[config.mk]
export PLATFORM = sky130hd
export DESIGN_NAME = multicycle_control_unit
export DESIGN_NICKNAME = d
export VERILOG_FILES = /design/src/rtl/multicycle_control_unit.sv
export SDC_FILE = /design/constraint.sdc
export NUM_CORES = 1
export LEC_CHECK = 0
export BUFFER_PORTS_ARGS = -buffer_cell sky130_fd_sc_hd__buf_2
export CAP_MARGIN = 20
export CORE_AREA = 2 2 39 41
export DETAILED_ROUTE_END_ITERATION = 10
export DIE_AREA = 0 0 41 43
export SLEW_MARGIN = 20
export SYNTH_ARGS = -nofsm -noshare
export SYNTH_HDL_FRONTEND = slang
export SYNTH_SLANG_ARGS = --single-unit
[constraint.sdc]
create_clock -name clk -period 1.64 [get_ports clk]
set_input_delay 0.082 -clock clk [delete_from_list [all_inputs] [get_ports clk]]
set_output_delay 0.082 -clock clk [all_outputs]
set_load 0.01 [all_outputs]
[src/rtl/multicycle_control_unit.sv]
// Multi-cycle control unit: FETCH/DECODE/EXECUTE/MEM/WRITEBACK sequencer with stalling memories.
// Optional retire counter output enabled by defining MCU_RETIRE_COUNT_EN.
//
// state     | meaning
// FETCH     | request instruction, latch op/funct on inst_ready
// DECODE    | flag illegal opcodes, otherwise proceed
// EXECUTE   | drive ALU op and operand select for the class
// MEM       | data memory access for load/store, stalls on mem_ready
// WRITEBACK | register file write and retire
module multicycle_control_unit #(
  parameter int OP_W    = 2,
  parameter int FUNCT_W = 2,
  parameter int ALUOP_W = 2,
  parameter int CNT_W   = 16
) (
  input  logic               clk,
  input  logic               reset,
  input  logic [OP_W-1:0]    op,
  input  logic [FUNCT_W-1:0] funct,
  input  logic               inst_ready,
  input  logic               mem_ready,
  output logic               inst_req,
  output logic               irWrite,
  output logic               pcWrite,
  output logic               mem_req,
  output logic               memWrite,
  output logic               regWrite,
  output logic               useImmediate,
  output logic               useLoad,
  output logic [ALUOP_W-1:0] aluop,
  output logic               illegal_op,
`ifdef MCU_RETIRE_COUNT_EN
  output logic [CNT_W-1:0]   retired_count,
`endif
  output logic               instr_done
);

  typedef enum logic [2:0] {
    FETCH     = 3'd0,
    DECODE    = 3'd1,
    EXECUTE   = 3'd2,
    MEM       = 3'd3,
    WRITEBACK = 3'd4
  } state_t;

  // Opcodes compared one bit wider so "op >= 4" is well defined for any OP_W.
  localparam logic [OP_W:0] OP_ITYPE = (OP_W+1)'(1);
  localparam logic [OP_W:0] OP_LOAD  = (OP_W+1)'(2);
  localparam logic [OP_W:0] OP_STORE = (OP_W+1)'(3);

  state_t               state, nextState;
  logic [OP_W-1:0]      opQ;
  logic [FUNCT_W-1:0]   functQ;
  logic [OP_W:0]        opExt;
  logic                 isIllegal, isItype, isLoad, isStore;
  logic [ALUOP_W-1:0]   classAluop;
  logic                 classUseImm;

  assign opExt     = {1'b0, opQ};
  assign isIllegal = opExt > OP_STORE;
  assign isItype   = opExt == OP_ITYPE;
  assign isLoad    = opExt == OP_LOAD;
  assign isStore   = opExt == OP_STORE;

  always_ff @(posedge clk) begin
    if (reset) begin
      state  <= FETCH;
      opQ    <= '0;
      functQ <= '0;
    end else begin
      state <= nextState;
      if (state == FETCH && inst_ready) begin
        opQ    <= op;
        functQ <= funct;
      end
    end
  end

  always_comb begin
    nextState = FETCH;
    case (state)
      FETCH:     nextState = inst_ready ? DECODE : FETCH;
      DECODE:    nextState = isIllegal ? FETCH : EXECUTE;
      EXECUTE:   nextState = (isLoad || isStore) ? MEM : WRITEBACK;
      MEM: begin
        if (!mem_ready)  nextState = MEM;
        else if (isLoad) nextState = WRITEBACK;
        else             nextState = FETCH;
      end
      WRITEBACK: nextState = FETCH;
      default:   nextState = FETCH;
    endcase
  end

  // Memory ops compute base+immediate with add; R/I pass funct straight through.
  always_comb begin
    if (isLoad || isStore) begin
      classAluop  = '0;
      classUseImm = 1'b1;
    end else begin
      classAluop  = ALUOP_W'(functQ);
      classUseImm = isItype;
    end
  end

  always_comb begin
    inst_req     = 1'b0;
    irWrite      = 1'b0;
    pcWrite      = 1'b0;
    mem_req      = 1'b0;
    memWrite     = 1'b0;
    regWrite     = 1'b0;
    useImmediate = 1'b0;
    useLoad      = 1'b0;
    aluop        = '0;
    illegal_op   = 1'b0;
    instr_done   = 1'b0;
    if (!reset) begin
      case (state)
        FETCH: begin
          inst_req = 1'b1;
          irWrite  = inst_ready;
          pcWrite  = inst_ready;
        end
        DECODE:  illegal_op = isIllegal;
        EXECUTE: begin
          aluop        = classAluop;
          useImmediate = classUseImm;
        end
        MEM: begin
          mem_req      = 1'b1;
          useImmediate = 1'b1;
          memWrite     = isStore;
          instr_done   = isStore && mem_ready;
        end
        WRITEBACK: begin
          regWrite     = 1'b1;
          instr_done   = 1'b1;
          useLoad      = isLoad;
          aluop        = classAluop;
          useImmediate = classUseImm;
        end
        default: ;
      endcase
    end
  end

`ifdef MCU_RETIRE_COUNT_EN
  always_ff @(posedge clk) begin
    if (reset)           retired_count <= '0;
    else if (instr_done) retired_count <= retired_count + CNT_W'(1);
  end
`else
  localparam int unusedCntW = CNT_W;
`endif

endmodule

==> results by group <==
Outcome
  – Outcome: complete, no violations

Detailed routing
  – DR top layer: met4
  – WL final: 1050 µm
  – Routed met3 length: 59 µm
  – Iteration count of the initial detailed-routing pass: 4
  – Final ANT Viol Nets: 0
  – Via density: 5.13
  – Routed via count: 436
  – Average routed wire per standard cell: 12.4 µm
  – Drt first-iter violations: 5
  – Met1 WL: 478 µm
  – DR DRC count: 0
  – Met2 wire length: 502 µm

Worst setup path
  – CP Capture Point: useLoad
  – Worst-path cell chain: or4b_4 -> nor3b_2 -> buf_2
  – Slowest-stage cell, CP: or4b_4
  – RR Endpoint: state[2]
  – Reg2reg setup slack: 0.45 ns
  – CP peak stage delay: 0.56 ns
  – RR Startpoint: opQ[1]
  – Worst setup SP type: flip-flop
  – Crit. End Element: output port
  – WS Path Type: reg2out
  – CP arrival: 1.49 ns
  – Worst Path Required: 1.56 ns
  – Cells on worst reg2reg path: 2
  – Crit. Startpoint: state[1]
  – Crit-path max FO: 9

Layout
  – Share of layout cells above drive strength 1: 0.435
  – Ant diodes: 0
  – Area grow syn2layout: 21.6%
  – Nets@finish: 78
  – Area of the multi-input gates: 307 µm²
  – FF/Latch Area: 144 µm²
  – Fill cell count: 151

Synthesis
  – Largest area contributor in the netlist: dfxtp_1
  – Seq cells post-synth: 7
  – Mapped Cells: 53
  – Synth warnings: 0
  – Count leader, synth: nand2b_1
  – Share of the synthesized area in the top cell type: 0.285
  – Commonest cells post-synth: 8 x nand2b_1, 7 x dfxtp_1, 4 x mux2i_1
  – Distinct cell type count after synthesis: 30
  – Synth area leaders: dfxtp_1 28%, nand2b_1 10%, mux2i_1 8.1%
  – Asr flop ratio synth: 0
  – Post-synth EDFFs: 0
  – Synth Net Count: 61
  – Average cell area after synthesis: 9.28 µm²
  – Dominant synthesized flop cell: dfxtp_1
  – Sequential-to-total area share from yosys stat: 0.285
  – Mapped cell area: 492 µm²

Clocking
  – Num CTS Buffers: 3
  – CTS tree: done
  – Max Buffers Root-to-Sink: 2
  – Clk sinks: 7
  – Clk slew on worst S/H paths: 0.05 ns
  – Worst skew pair latency: 0.25 ns
  – Clk Tree Root Cell: clkbuf_4
  – H-Tree Depth: 1

Die
  – CORE AREA: 1380 µm²
  – Starting Density: 0.355
  – Die Ht: 43 µm
  – DIE AREA: 1760 µm²
  – Rows: 14
  – Chip width: 41 µm
  – # IOs: 20

Power
  – Sw power: 126 µW
  – Peak supply drop: 279 µV
  – Reg power frac: 0.458
  – Gate power share: 0.192
  – Power Dens Cells: 749 nW/µm²
  – Leakage Power: 0.000268 µW
  – Power, Total: 448 µW
  – Sw frac: 0.282
  – Clk pwr share: 0.350
  – Int Power: 321 µW

STA
  – Hold Violations, Final: 0
  – Final period utilization: 0.958
  – Final setup violation count: 0
  – FMAX: 636 MHz
  – RSZ-0062 raised after global routing: no
  – Sum of negative setup slack: 0 ns
  – Tmin final: 1.57 ns
  – Final Max Slew Viols: 0
  – Setup Skew: 0.00385 ns

Place
  – GPL Wtd Cong: 0.683
  – Dpl hpwl: 743 µm
  – Port Buffers: 18

Global route
  – GRT Util Overall: 0.141
  – Initial antenna violation count: 0
  – Gr ovfl total: 0
  – First-pass GRT wire length: 1680 µm
  – Vias in the first global route: 388
  – Pin count of the biggest net entering global routing: 17

Job
  – Max-cap violations: 0

Worst hold path
  – Hold Crit Class: in2reg
==> power groups by stage <==
stage,Combinational (µW),Sequential (µW),Clock [µW]
after floorplan,77.0,193,0
after global placement,84.0,207,0
after detailed placement,84.8,207,0
after CTS,85.2,205,164
after global routing,96.3,208,174
final,86.2,205,157
==> worst min-delay path by stage <==
| stage | to | slack [ns] | cells after the start | startpoint |
|---|---|---|---|---|
| floorplan | state[0] | 0.21 | 1 | inst_ready |
| global placement | state[0] | 0.33 | 2 | inst_ready |
| detailed placement | state[0] | 0.33 | 2 | inst_ready |
| CTS | state[0] | 0.06 | 2 | inst_ready |
| global route | state[0] | 0.07 | 2 | inst_ready |
| finish | state[0] | 0.08 | 2 | inst_ready |
==> timing repair <==
action                     4_1_cts  5_1_grt
gates cloned                     0        0
resized for setup                3        1
setup endpoints to repair        1        1
buffers inserted                 0        0
hold buffers                     0        0
==> through the flow <==
stage          std cells   util  cell area [µm²]  hold slack [ns]  setup WS (ns)
2_1_floorplan         53      -              492            0.208          0.130
3_3_place_gp          81  0.406              562            0.326          0.240
3_5_place_dp          81  0.406              562            0.328          0.235
4_1_cts               85  0.428              592           0.0645         0.0533
5_1_grt               85  0.432              598           0.0747       0.000346
6_report              85  0.432              598           0.0754         0.0685
==> metal layers <==
metal / global-route usage / up-vias
met3: 0.0157 / 2
met5: 0 / -
met1: 0.181 / 200
met2: 0.206 / 16
met4: 0.100 / 0
li1: - / 218
==> cell type report <==
cell class / count / area share
Sequential cell: 7 / 0.241
Multi-Input combinational cell: 37 / 0.513
Tap cell: 16 / 0.0335
Clock buffer: 4 / 0.0439
Timing Repair Buffer: 18 / 0.151
Inverter: 3 / 0.0188
==> cell usage in the layout, fill, tap and decap left out <==
master,n
or2_2,1
and3b_1,1
a2111oi_0,1
a21boi_0,2
nand2b_1,8
conb_1,1
nor2_1,2
nor4b_4,1
buf_2,18
or4b_4,1
nand3_1,1
nand4b_1,1
inv_1,3
o21a_1,1
nand2_1,1
nor4b_1,1
dfxtp_2,3
and2_1,1
xnor2_1,1
o21ai_0,1
mux2i_1,4
nor3b_2,1
nor3_1,1
a2111oi_2,1
nor4b_2,1
dfxtp_1,4
clkbuf_4,3
a32o_1,1
clkbuf_1,1
nor4_1,1
nand4bb_1,1
==> logic make-up (layout without fill, tap and decap cells) <==
family | count (synthesis) | count (layout) | share of synthesized area
AND/OR/NAND/NOR | 24 | 24 | 0.379
buffers and inverters | 9 | 25 | 0.104
AO/OA/AOI/OAI | 7 | 7 | 0.125
flip-flops | 7 | 7 | 0.285
multiplexers | 4 | 4 | 0.0814
other | 1 | 1 | 0.00763
XOR/XNOR | 1 | 1 | 0.0178
==> registers in the layout, summed over array words and instances (netlist names) <==
name and cells:
state 3, opQ 2, functQ 2
==> critical path, delay by kind of cell, from the launching register on <==
kind	cells	cell delay (ns)
DFF	1	0.37
and+or+nand+nor	2	0.73
buffers and inverters	1	0.14
No activity file was read; power rests on OpenSTA's default activity.
